### src/rtl/hazard_scoreboard.sv
// Decode-side hazard tracking: stall, per-operand forwarding select, mispredict flush, stage nop flags.
// Latency: all outputs are combinational from decode inputs and the tracked stage state; stage state moves every edge.
// Backpressure: stall holds decode and injects a bubble into stage 1; stages 2..NSTAGES always advance.
module hazard_scoreboard #(
    parameter int REGNOBITS = 4,
    parameter int NSTAGES   = 3,
    parameter int LDSTAGE   = 2,
    parameter int FWD_EN    = 1,
    parameter int SELBITS   = 2,
    parameter int CNTBITS   = 16
) (
    input  logic                 clk,
    input  logic                 RESET_N,
    input  logic                 valid_D,
    input  logic                 use_rs_D,
    input  logic                 use_rt_D,
    input  logic [REGNOBITS-1:0] rs_D,
    input  logic [REGNOBITS-1:0] rt_D,
    input  logic                 wrreg_D,
    input  logic [REGNOBITS-1:0] destreg_D,
    input  logic                 ldmem_D,
    input  logic                 mispred_A,
    input  logic                 clr_cnt,
    output logic                 stall,
    output logic                 flush_D,
    output logic [SELBITS-1:0]   fwd_rs_sel,
    output logic [SELBITS-1:0]   fwd_rt_sel,
    output logic [NSTAGES-1:0]   isnop_S,
    output logic [CNTBITS-1:0]   stall_cnt,
    output logic [CNTBITS-1:0]   flush_cnt
);

    // Result of searching the tracked stages for the youngest writer of a register.
    typedef struct packed {
        logic               hit;
        logic               ld;
        logic [SELBITS-1:0] k;
    } res_t;

    // Index 0 is stage 1 (ALU/AGEN), index NSTAGES-1 is writeback.
    logic [NSTAGES-1:0]   valid_q;
    logic [NSTAGES-1:0]   wr_q;
    logic [NSTAGES-1:0]   ld_q;
    logic [REGNOBITS-1:0] dest_q [NSTAGES];

    res_t res_rs;
    res_t res_rt;
    logic hazard_rs;
    logic hazard_rt;
    logic load_d;

    // Scan oldest to youngest so the youngest matching writer is the one left standing.
    function automatic res_t lookup(input logic [REGNOBITS-1:0] s);
        res_t r;
        r = '0;
        for (int k = NSTAGES; k >= 1; k--) begin
            if (valid_q[k-1] && wr_q[k-1] && (dest_q[k-1] == s)) begin
                r.hit = 1'b1;
                r.ld  = ld_q[k-1];
                r.k   = SELBITS'(k);
            end
        end
        return r;
    endfunction

    // A match is a hazard when forwarding is off or a load result is not yet available.
    function automatic logic is_hazard(input res_t r);
        return r.hit && ((FWD_EN == 0) || (r.ld && (int'(r.k) < LDSTAGE)));
    endfunction

    // Operand resolution, stall and flush decisions.
    always_comb begin
        res_rs     = lookup(rs_D);
        res_rt     = lookup(rt_D);
        hazard_rs  = use_rs_D && is_hazard(res_rs);
        hazard_rt  = use_rt_D && is_hazard(res_rt);
        fwd_rs_sel = (use_rs_D && res_rs.hit && !hazard_rs) ? res_rs.k : '0;
        fwd_rt_sel = (use_rt_D && res_rt.hit && !hazard_rt) ? res_rt.k : '0;
        // A mispredict only matters if there is a real instruction in stage 1 to have resolved it.
        flush_D    = mispred_A && valid_q[0];
        stall      = valid_D && !flush_D && (hazard_rs || hazard_rt);
        load_d     = valid_D && !stall && !flush_D;
        isnop_S    = ~valid_q;
    end

    // Stage pipeline: stage 1 takes decode or a bubble, the rest shift unconditionally.
    always_ff @(posedge clk or negedge RESET_N) begin
        if (!RESET_N) begin
            valid_q <= '0;
            wr_q    <= '0;
            ld_q    <= '0;
            for (int k = 0; k < NSTAGES; k++) begin
                dest_q[k] <= '0;
            end
        end else begin
            valid_q[0] <= load_d;
            wr_q[0]    <= wrreg_D;
            ld_q[0]    <= ldmem_D;
            dest_q[0]  <= destreg_D;
            for (int k = 1; k < NSTAGES; k++) begin
                valid_q[k] <= valid_q[k-1];
                wr_q[k]    <= wr_q[k-1];
                ld_q[k]    <= ld_q[k-1];
                dest_q[k]  <= dest_q[k-1];
            end
        end
    end

    // Saturating performance counters; clear wins over increment.
    always_ff @(posedge clk or negedge RESET_N) begin
        if (!RESET_N) begin
            stall_cnt <= '0;
            flush_cnt <= '0;
        end else if (clr_cnt) begin
            stall_cnt <= '0;
            flush_cnt <= '0;
        end else begin
            if (stall && (stall_cnt != '1)) begin
                stall_cnt <= stall_cnt + 1'b1;
            end
            if (flush_D && (flush_cnt != '1)) begin
                flush_cnt <= flush_cnt + 1'b1;
            end
        end
    end

endmodule

### config.mk
export PLATFORM = sky130hd
export DESIGN_NAME = hazard_scoreboard
export DESIGN_NICKNAME = d
export VERILOG_FILES = /design/src/rtl/hazard_scoreboard.sv
export SDC_FILE = /design/constraint.sdc
export NUM_CORES = 1
export LEC_CHECK = 0
export CORE_MARGIN = 2
export CORE_UTILIZATION = 42
export CTS_BUF_LIST = sky130_fd_sc_hd__clkbuf_4 sky130_fd_sc_hd__clkbuf_8
export DETAILED_ROUTE_END_ITERATION = 8
export DONT_BUFFER_PORTS = 1
export HOLD_SLACK_MARGIN = 0.02
export SLEW_MARGIN = 15
export SYNTH_ARGS = -nofsm -noshare
export SYNTH_HDL_FRONTEND = slang
export SYNTH_SLANG_ARGS = --single-unit
export TNS_END_PERCENT = 5
### constraint.sdc
create_clock -name clk -period 1.96 [get_ports clk]
set_clock_uncertainty 0.2 [all_clocks]
set_input_delay 0.392 -clock clk [delete_from_list [all_inputs] [get_ports clk]]
set_output_delay 0.392 -clock clk [all_outputs]
set_load 0.005 [all_outputs]
==> flow_summary.json <==
{
  "rsz0062_at_grt": "true",
  "synthFlopType": "dfrtp_1",
  "violations": "negative setup slack",
  "die_y_um": 84.18,
  "drtIter0Drc": 144,
  "syn_to_final_growth_pct": 30.68,
  "tns_ns": -6.379,
  "ant_nets": 0,
  "overflow": 0,
  "crit_path_start_kind": "flop",
  "leakage_uw": 0.001520,
  "die_w_um": 84.18,
  "rows": 29,
  "fin_crit_sh_pct": 123.8,
  "ir_drop_mv": 0.3233,
  "gp_congestion": 0.7808,
  "postLayoutCellArea_um2": 3528,
  "cp_slowest_cell": "dfrtp_1",
  "numCtsBuffers": 5,
  "cts.root.buffer_cell": "clkbuf_8",
  "wl_um": 6666,
  "dr.pass1.iters": 4,
  "instances_no_fill": 422,
  "antenna_found_initial": 0,
  "worstPathMaxFanout": 3,
  "yosysWarnings": 0,
  "grt_max_degree": 52,
  "start_util_pct": 43.01,
  "timing.fmax_ghz": 0.4123,
  "syn_inst": 273,
  "grt_pass1_vias": 2375,
  "route.vias.total": 2355,
  "slew_headroom_pct": 23.99,
  "wl_met1_um": 2995,
  "regArea_um2": 1279,
  "finalPower_uw": 2019,
  "numClockSinks": 51,
  "core_um2": 6277,
  "grt_use_total_pct": 20.08,
  "top_layer": "met4",
  "netlist_area_um2": 2700,
  "syn-num-nets": 296,
  "cts_tree": "built",
  "setup-violations-final": 21,
  "worstPathArrival_ns": 1.83,
  "wl_met3_um": 397,
  "cp_num_buf_inv": 1,
  "ys_seq_area_share_pct": 47.27,
  "synth_edf_count": 0,
  "worstMarginPinSlew_ns": 1.140,
  "crit_required_ns": 1.37,
  "avgSynthCellArea_um2": 9.890,
  "slew_viol_final": 0,
  "drive_gt1_share_pct": 28.41,
  "place_area_um2": 3154,
  "die-area_um2": 7086,
  "num_io_pins": 62,
  "num_antenna_cells": 0,
  "placedCellCount": 392,
  "clk_pin_slew_ns": 0.10,
  "outcome": "complete, but fails checks",
  "synthDistinctLibCells": 50,
  "layout_setup_ws_ns": -0.4657,
  "path_class": "reg -> out",
  "max-cap-violations": 0,
  "grt_pass1_wl_um": 11560,
  "wire_per_inst_um": 15.80,
  "viasPerCell": 5.581,
  "io_buffers": 0,
  "hp-class": "in -> reg",
  "p_per_area_nw_per_um2": 572.3,
  "route.detailed.drc": 0,
  "hpwl_um": 4704,
  "synth-seq-cells": 51,
  "endpoint_kind": "output pin",
  "final-hold-violation-count": 0,
  "synthArstFlopShare_pct": 100.0,
  "insertion_delay_ns": 0.31,
  "wl_met2_um": 3202,
  "min_period_ns": 2.426,
  "cp_cell_sequence": "xor2_1 -> nor4_4 -> buf_4 -> nand3_2 -> and3b_1 -> o21a_1",
  "clk_path_buf_depth": 2,
  "multi_input_area_um2": 1388,
  "critical_path.max_stage_delay_ns": 0.43,
  "nNetsFinal": 367,
  "cts_htree_levels": 2,
  "fillers": 591,
  "cp_top_family": "simple AND/OR/NAND/NOR gates"
}
[cell families after synthesis]
kind of cell             Yosys count  synth area share (%)
AO/OA/AOI/OAI                     50                 12.37
flip-flops                        51                 47.27
multiplexers                       5                 2.039
AND/OR/NAND/NOR                  112                 23.77
XOR/XNOR                          31                 10.06
buffers and inverters             22                 3.568
adder cells (fa/ha/maj)            2                0.9266
[sequential cells by signal, summed over array words and instances, names as in the netlist]
register,cells
flush_cnt,16
wr_q,3
valid_q,3
ld_q,1
stall_cnt,16
dest_q,12
[through the flow]
stage | setup slack [ns] | hold WS, ns | utilization [%]
CTS | -0.5221 | 0.1108 | 54.65
global route | -0.5729 | 0.1123 | 56.21
global placement | -0.2683 | -0.1018 | 50.25
floorplan | -0.1264 | -0.1036 | -
finish | -0.4657 | 0.1137 | 56.21
detailed placement | -0.3052 | -0.1020 | 50.25
[metal layers]
layer  GRT usage, %  vias to the layer above
met3          5.408                        6
met1          27.71                     1152
met4          5.572                        0
met5              0                        -
met2          31.39                       63
li1               -                     1134
[report_power, final]
part	total, uW	switching (uW)	leakage, uW	internal, uW
clock network	750	369	0.0000581	381
registers	1100	20.2	0.000667	1080
logic	174	92.0	0.000795	82.1
[synth_stat cells, types with 2 or more instances]
cell type  count  area [um^2]
and3b_1        2        17.52
or3_1          8        50.05
mux2_2         4        45.04
a211oi_1       2        15.01
nand3_1       11        55.05
nand3b_1       2        15.01
xnor2_1       17        148.9
nor4_1         4        25.02
o21a_1         2        15.01
nor4_2         2        25.02
nor3_1         4        20.02
o21ai_0       10        50.05
inv_1         11        41.29
nand2_1       13        48.80
and3_1         6        37.54
and4_1         3        26.28
xor2_1        14        122.6
or4_1          3        22.52
a221oi_1       2        17.52
ha_1           2        25.02
o31ai_1        2        15.01
a21oi_1       21        105.1
nor2b_1        3        18.77
o221ai_1       2        17.52
o2111ai_1      2        17.52
nand4_1       17        106.4
clkbuf_1       6        22.52
nor2_1        26        97.59
dfrtp_1       51         1276
[cells in the final DEF (no fill, tap or decap), types with 4 or more instances in the layout]
master	synthesis	layout
a21oi_1	21	18
xor2_1	14	13
o21ai_0	10	9
nor2_1	26	26
xnor2_1	17	17
inv_1	11	11
or3_1	8	8
nor4_2	2	4
and3_1	6	6
buf_4	0	62
nand2_1	13	13
nand3_1	11	9
mux2_2	4	4
dlygate4sd3_1	0	8
nand4_1	17	17
dfrtp_1	51	49
clkbuf_8	0	5
[final timing paths]
check,from,end,slack [ns],cells past startpoint
worst min-delay path,clr_cnt,stall_cnt[12],0.11,2
max in group asynchronous,RESET_N,flush_cnt[2],0.94,2
worst min register to register,wr_q[1],wr_q[2],0.19,0
min in group asynchronous,RESET_N,dest_q[3],0.39,2
worst max register to register,dest_q[10],stall_cnt[9],-0.44,7
worst max-delay path,dest_q[10],fwd_rt_sel[0],-0.47,6
[what timing repair did]
item | 4_1_cts | 5_1_grt
gates resized for setup | 6 | 9
pin swaps | 19 | 6
hold buffers | 10 | 0
setup endpoints to repair | 21 | 27
buffers inserted | 3 | 9
hold endpoints to repair | 85 | 0
[layout make-up]
class	count	share of cell area, %
sequential	51	36.24
multi-input combinational	200	39.33
clock inverter	3	1.241
inverter	12	1.277
timing repair buffer	74	17.23
tap	77	2.730
clock buffer	5	1.950
Power figures use the tool's default switching activity.
